`src/rtl/operand_fetch_if.sv`:
```
// Decode, register-file, writeback and execute-side signals of operand_fetch.
// master = surrounding pipeline, slave = operand_fetch.
interface operand_fetch_if #(parameter int WORD_SIZE = 32);
    logic                 flush;
    logic                 in_valid;
    logic                 in_ready;
    logic [4:0]           in_rs1;
    logic [4:0]           in_rs2;
    logic [4:0]           in_rd;
    logic                 in_uses_rs1;
    logic                 in_uses_rs2;
    logic                 in_writes_rd;
    logic [4:0]           rf_rs1;
    logic [4:0]           rf_rs2;
    logic [WORD_SIZE-1:0] rf_rv1;
    logic [WORD_SIZE-1:0] rf_rv2;
    logic                 wb_en;
    logic [4:0]           wb_rd;
    logic [WORD_SIZE-1:0] wb_data;
    logic                 out_valid;
    logic                 out_ready;
    logic [WORD_SIZE-1:0] out_op1;
    logic [WORD_SIZE-1:0] out_op2;
    logic [4:0]           out_rd;
    logic                 out_writes_rd;

    modport master (
        output flush, in_valid, in_rs1, in_rs2, in_rd, in_uses_rs1, in_uses_rs2,
               in_writes_rd, rf_rv1, rf_rv2, wb_en, wb_rd, wb_data, out_ready,
        input  in_ready, rf_rs1, rf_rs2, out_valid, out_op1, out_op2, out_rd,
               out_writes_rd
    );

    modport slave (
        input  flush, in_valid, in_rs1, in_rs2, in_rd, in_uses_rs1, in_uses_rs2,
               in_writes_rd, rf_rv1, rf_rv2, wb_en, wb_rd, wb_data, out_ready,
        output in_ready, rf_rs1, rf_rs2, out_valid, out_op1, out_op2, out_rd,
               out_writes_rd
    );
endinterface

```
`src/rtl/operand_fetch.sv`:
```
// Operand fetch stage: busy-bit scoreboard, RAW/WAW stall, registered operand bundle.
// Optional macro OPERAND_BYPASS_EN forwards same-cycle writeback data to the operands.
module operand_fetch #(
    parameter int WORD_SIZE = 32
) (
    input  logic          clk,
    input  logic          rst,
    operand_fetch_if.slave bus
);
    logic [31:0]          busy;
    logic [31:0]          busy_nxt;
    logic                 wb_clr;
    logic                 byp1;
    logic                 byp2;
    logic                 bypd;
    logic                 h1;
    logic                 h2;
    logic                 hd;
    logic                 stall;
    logic                 issue;
    logic [WORD_SIZE-1:0] src1;
    logic [WORD_SIZE-1:0] src2;
    logic [WORD_SIZE-1:0] op1_nxt;
    logic [WORD_SIZE-1:0] op2_nxt;

    assign bus.rf_rs1 = bus.in_rs1;
    assign bus.rf_rs2 = bus.in_rs2;

    assign wb_clr = bus.wb_en && (bus.wb_rd != 5'd0);

`ifdef OPERAND_BYPASS_EN
    assign byp1 = wb_clr && (bus.wb_rd == bus.in_rs1);
    assign byp2 = wb_clr && (bus.wb_rd == bus.in_rs2);
    assign bypd = wb_clr && (bus.wb_rd == bus.in_rd);
    assign src1 = byp1 ? bus.wb_data : bus.rf_rv1;
    assign src2 = byp2 ? bus.wb_data : bus.rf_rv2;
`else
    // Writeback data only matters to the register file itself in this build.
    logic unused_wb_data;
    assign unused_wb_data = ^bus.wb_data;
    assign byp1 = 1'b0;
    assign byp2 = 1'b0;
    assign bypd = 1'b0;
    assign src1 = bus.rf_rv1;
    assign src2 = bus.rf_rv2;
`endif

    assign h1    = bus.in_uses_rs1  && busy[bus.in_rs1] && !byp1;
    assign h2    = bus.in_uses_rs2  && busy[bus.in_rs2] && !byp2;
    assign hd    = bus.in_writes_rd && busy[bus.in_rd]  && !bypd;
    assign stall = h1 || h2 || hd;

    assign bus.in_ready = !stall && !bus.flush && (!bus.out_valid || bus.out_ready);
    assign issue        = bus.in_valid && bus.in_ready;

    assign op1_nxt = (bus.in_uses_rs1 && (bus.in_rs1 != 5'd0)) ? src1 : '0;
    assign op2_nxt = (bus.in_uses_rs2 && (bus.in_rs2 != 5'd0)) ? src2 : '0;

    // Set is applied after clear so a same-index set wins.
    always_comb begin
        busy_nxt = busy;
        if (wb_clr) begin
            busy_nxt[bus.wb_rd] = 1'b0;
        end
        if (issue && bus.in_writes_rd && (bus.in_rd != 5'd0)) begin
            busy_nxt[bus.in_rd] = 1'b1;
        end
        busy_nxt[0] = 1'b0;
    end

    always_ff @(posedge clk or negedge rst) begin
        if (!rst) begin
            busy <= '0;
        end else if (bus.flush) begin
            busy <= '0;
        end else begin
            busy <= busy_nxt;
        end
    end

    always_ff @(posedge clk or negedge rst) begin
        if (!rst) begin
            bus.out_valid     <= 1'b0;
            bus.out_op1       <= '0;
            bus.out_op2       <= '0;
            bus.out_rd        <= 5'd0;
            bus.out_writes_rd <= 1'b0;
        end else if (bus.flush) begin
            bus.out_valid <= 1'b0;
        end else if (issue) begin
            bus.out_valid     <= 1'b1;
            bus.out_op1       <= op1_nxt;
            bus.out_op2       <= op2_nxt;
            bus.out_rd        <= bus.in_rd;
            bus.out_writes_rd <= bus.in_writes_rd;
        end else if (bus.out_ready) begin
            bus.out_valid <= 1'b0;
        end
    end
endmodule

```
`src/flat_wrapper.sv`:
```
// flat-port wrapper written by rule: the top's interface ports become plain ports
module operand_fetch_flat 
#(
    parameter int WORD_SIZE = 32
)
  (clk, rst, bus_flush, bus_in_valid, bus_in_rs1, bus_in_rs2, bus_in_rd, bus_in_uses_rs1, bus_in_uses_rs2, bus_in_writes_rd, bus_rf_rv1, bus_rf_rv2, bus_wb_en, bus_wb_rd, bus_wb_data, bus_out_ready, bus_in_ready, bus_rf_rs1, bus_rf_rs2, bus_out_valid, bus_out_op1, bus_out_op2, bus_out_rd, bus_out_writes_rd);
  operand_fetch_if #(.WORD_SIZE(WORD_SIZE)) bus_i ();
  input  logic clk;
  input  logic rst;
  input wire logic [$bits(bus_i.flush)-1:0] bus_flush;
  input wire logic [$bits(bus_i.in_valid)-1:0] bus_in_valid;
  input wire logic [$bits(bus_i.in_rs1)-1:0] bus_in_rs1;
  input wire logic [$bits(bus_i.in_rs2)-1:0] bus_in_rs2;
  input wire logic [$bits(bus_i.in_rd)-1:0] bus_in_rd;
  input wire logic [$bits(bus_i.in_uses_rs1)-1:0] bus_in_uses_rs1;
  input wire logic [$bits(bus_i.in_uses_rs2)-1:0] bus_in_uses_rs2;
  input wire logic [$bits(bus_i.in_writes_rd)-1:0] bus_in_writes_rd;
  input wire logic [$bits(bus_i.rf_rv1)-1:0] bus_rf_rv1;
  input wire logic [$bits(bus_i.rf_rv2)-1:0] bus_rf_rv2;
  input wire logic [$bits(bus_i.wb_en)-1:0] bus_wb_en;
  input wire logic [$bits(bus_i.wb_rd)-1:0] bus_wb_rd;
  input wire logic [$bits(bus_i.wb_data)-1:0] bus_wb_data;
  input wire logic [$bits(bus_i.out_ready)-1:0] bus_out_ready;
  output wire logic [$bits(bus_i.in_ready)-1:0] bus_in_ready;
  output wire logic [$bits(bus_i.rf_rs1)-1:0] bus_rf_rs1;
  output wire logic [$bits(bus_i.rf_rs2)-1:0] bus_rf_rs2;
  output wire logic [$bits(bus_i.out_valid)-1:0] bus_out_valid;
  output wire logic [$bits(bus_i.out_op1)-1:0] bus_out_op1;
  output wire logic [$bits(bus_i.out_op2)-1:0] bus_out_op2;
  output wire logic [$bits(bus_i.out_rd)-1:0] bus_out_rd;
  output wire logic [$bits(bus_i.out_writes_rd)-1:0] bus_out_writes_rd;
  assign bus_i.flush = bus_flush;
  assign bus_i.in_valid = bus_in_valid;
  assign bus_i.in_rs1 = bus_in_rs1;
  assign bus_i.in_rs2 = bus_in_rs2;
  assign bus_i.in_rd = bus_in_rd;
  assign bus_i.in_uses_rs1 = bus_in_uses_rs1;
  assign bus_i.in_uses_rs2 = bus_in_uses_rs2;
  assign bus_i.in_writes_rd = bus_in_writes_rd;
  assign bus_i.rf_rv1 = bus_rf_rv1;
  assign bus_i.rf_rv2 = bus_rf_rv2;
  assign bus_i.wb_en = bus_wb_en;
  assign bus_i.wb_rd = bus_wb_rd;
  assign bus_i.wb_data = bus_wb_data;
  assign bus_i.out_ready = bus_out_ready;
  assign bus_in_ready = bus_i.in_ready;
  assign bus_rf_rs1 = bus_i.rf_rs1;
  assign bus_rf_rs2 = bus_i.rf_rs2;
  assign bus_out_valid = bus_i.out_valid;
  assign bus_out_op1 = bus_i.out_op1;
  assign bus_out_op2 = bus_i.out_op2;
  assign bus_out_rd = bus_i.out_rd;
  assign bus_out_writes_rd = bus_i.out_writes_rd;
  operand_fetch #(.WORD_SIZE(WORD_SIZE)) u_core (.clk(clk), .rst(rst), .bus(bus_i));
endmodule
```
`config.mk`:
```
export PLATFORM = sky130hd
export DESIGN_NAME = operand_fetch_flat
export DESIGN_NICKNAME = d
export VERILOG_FILES = /design/src/rtl/operand_fetch_if.sv /design/src/rtl/operand_fetch.sv /design/src/flat_wrapper.sv
export SDC_FILE = /design/constraint.sdc
export NUM_CORES = 1
export LEC_CHECK = 0
export CORE_MARGIN = 4
export CORE_UTILIZATION = 41
export DETAILED_ROUTE_END_ITERATION = 10
export HOLD_SLACK_MARGIN = 0.05
export MAX_ROUTING_LAYER = met4
export PLACE_DENSITY = 0.73
export SYNTH_ARGS = -nofsm -noshare
export SYNTH_HDL_FRONTEND = slang
export SYNTH_SLANG_ARGS = --single-unit
export TNS_END_PERCENT = 50
```
`constraint.sdc`:
```
create_clock -name clk -period 2 [get_ports clk]
set_input_delay 0.3 -clock clk [delete_from_list [all_inputs] [get_ports clk]]
set_output_delay 0.3 -clock clk [all_outputs]
set_load 0.02 [all_outputs]
```
==> impl_metrics.toml <==
[power_and_ir_drop]
p_per_area_nw_per_um2 = 700
p_sw_frac = 0.319
ir_drop_v = 0.000440
p_leak_nw = 4.20
seq_power_share = 0.397
p_comb_frac = 0.340
switchingPower_mw = 2.02
p_int_mw = 4.30
clockPowerShare = 0.264

[timing]
fin_skew_ns = 0.0145
period_share = 1.33
rsz0062_at_grt = "true"
worstMarginPinSlew_ns = 0.529
period_minus_slack_ns = 2.66
relSlewSlack = 0.646
setup_viol = 103
worst_slack_ns = -0.655
hold_violations = 0
fmax_ghz = 0.377
whs_ns = 0.467
maxSlewViolCount = 0

[routing]
drc_errors = 0
vias = 5153
post_drt_wl_per_cell_microns = 19.9
first_pass_iters = 5
postRouteAntennaNets = 0
viasPerCell = 5.38
drt-total-wl_mm = 19.1
drtIter0Drc = 479

[clocking]
insertion_delay_ns = 0.35
cts_tree = "done"
clockRootBuffer = "clkbuf_16"
clk_path_buf_depth = 2
cts_sinks = 102
clk_pin_slew_ns = 0.07
cts_buffers = 9
htree_levels = 3

[floorplanning]
core_area_sq_um = 13400
initial_core_util = 0.425
die_w_microns = 126
fp-row-count = 42
die-area_sq_um = 15800
die_y_microns = 126
ios = 207

[place]
pre_cts_ws_ns = -1.30
place_congestion = 0.950
port_buffers = 174
placed_cells_incl_taps = 919
dpl.hpwl_mm = 13.1
placed_area_sq_um = 8020

[grt]
grt_pass1_vias = 5171
grt_overflow = 0
grt_max_degree = 41
grt_pass1_wl_mm = 28.6
antenna_found_initial = 0
grt_usage = 0.233

[outcome]
outcome = "complete, but fails checks"
violations = "setup timing"

[finish]
post-route-util = 0.673
n_fill_cell = 972
layout.nets = 902
final_cell_area_sq_um = 9020
mostFrequentLayoutCell = "clkdlybuf4s50_1"
final_cell_mix = "clkdlybuf4s50_1 (165), dfrtp_1 (102), nand2_1 (86)"
insertedDiodeCount = 0
drive_above_1_share = 0.225
syn_to_final_growth_pct = 58.4
fin_cells = 958

[worst_setup_path]
reg2reg_depth = 10
crit_top_cell = "buf_12"
cp.depth = 10
critPathKind = "reg -> reg"
start_kind = "flip-flop"
end_kind = "flip-flop"
arrival_ns = 2.91
worst-path-max-fanout = 9
crit_required_ns = 2.26
crit_chain = "buf_6 > mux4_2 > a22oi_2 > nand3_2 > o31ai_4 > buf_4 > nand4_4 > buf_12 > buf_12 > o31ai_2"
critPathTopFamily = "compound AO/OA/AOI/OAI gates"
slowest_delay_ns = 0.46
cp_slowest_cell = "mux4_2"
critical_path_buf_inv_count = 4

[synth]
ys_async_sr_fraction = 1.00
syn_inst = 543
synthDistinctLibCells = 40
yosysWarningCount = 0
ys_ff_latch = 102
ys_seq_area_frac = 0.448
synthFlopType = "dfrtp_1"
synth_edf_count = 0
syn_area_sq_um = 5690
syn-num-nets = 668
synth_area_per_cell_sq_um = 10.5

[worst_hold_path]
min_path_type = "in -> async"

[flow_run]
cap_violations = 0
-- synthesized netlist by cell type, types with 2 or more instances --
master    count  share of area
mux4_2       20          0.079
a21boi_1      2         0.0026
or3_1         2         0.0022
buf_8         6          0.016
a21oi_1       3         0.0026
o41ai_1       4         0.0062
buf_4        12          0.016
buf_6         5         0.0099
dfrtp_1     102           0.45
nand3b_1     24          0.032
mux2i_1      77           0.14
inv_1        70          0.046
nor3_1        3         0.0026
and3_1        2         0.0022
o21ai_0      17          0.015
mux2_2        7          0.014
nor3b_1       6         0.0079
buf_2         5         0.0044
nor2b_1      18          0.020
nand3_1       6         0.0053
nand2_1      86          0.057
nor2_1        5         0.0033
nand2b_1      4         0.0044
o31ai_1      27          0.036
clkbuf_1     15         0.0099
-- per-stage QoR --
stage	power [mW]	TNS, ns
finish	6.32	-59.61
global route	6.61	-69.32
CTS	6.31	-55.72
detailed placement	4.54	-113.92
global placement	4.49	-104.43
floorplan	3.47	-27.69
-- repair_timing --
action                                  4_1_cts  5_1_grt
buffers inserted                              7        6
endpoints found under the setup margin      106      103
hold buffers                                  1        0
gates resized for setup                      58       35
cloned                                        4        6
endpoints found under the hold margin        37        0
pin swaps                                     8       17
-- kinds of logic after synthesis --
group	share of synthesized area
flops	0.448
mux	0.228
buf+inv	0.102
compound gates	0.0747
simple gates	0.147
-- flip-flops by register name, indices dropped and copies added (netlist names) --
signal	flops
u_core.bus.out_rd	5
u_core.busy	31
u_core.bus.out_writes_rd	1
u_core.bus.out_valid	1
u_core.bus.out_op1	32
u_core.bus.out_op2	32
-- worst register-to-register path: stages, from the launching register on --
cell and delay, ns:
dfrtp_1 0.41, buf_6 0.14, mux4_2 0.46, a22oi_2 0.17, nand3_2 0.10, o31ai_4 0.28
buf_4 0.17, nand4_4 0.20, buf_12 0.22, buf_12 0.15, o31ai_2 0.26
-- final cells by class --
type,instances,area (sq um),share of cell area
Clock buffer,11,233,0.0258
Clock inverter,5,43.8,0.00486
Inverter,70,263,0.0291
Multi-Input combinational cell,328,2920,0.324
Sequential cell,102,2550,0.283
Tap cell,176,220,0.0244
Timing Repair Buffer,266,2790,0.309
-- routing by layer --
metal  up-vias  routed length [microns]  track usage
li1       2316                        -            -
met1      2512                     7590        0.299
met2       271                     9550        0.380
met3        54                     1330       0.0351
met4         0                      611       0.0814
met5         -                        0            -
-- power groups by stage --
stage	clock (mW)	sequential, mW	combinational (mW)
3_3_place_gp	0	2.53	1.96
2_1_floorplan	0	2.89	0.583
5_1_grt	1.79	2.55	2.27
3_5_place_dp	0	2.54	2.00
6_report	1.67	2.50	2.15
4_1_cts	1.72	2.51	2.08
-- final timing paths --
check	end	from	slack (ns)
worst max-delay path	u_core.busy[10]	u_core.busy[8]	-0.66
max in group asynchronous	u_core.bus.out_op1[5]	rst	0.85
min in group clk	u_core.bus.out_op2[21]	bus_rf_rv2[21]	0.49
worst max register to register	u_core.busy[10]	u_core.busy[8]	-0.66
worst min register to register	u_core.bus.out_op2[30]	u_core.bus.out_op2[30]	0.52
worst min-delay path	u_core.busy[7]	rst	0.47
(Power assumes the default switching activity.)
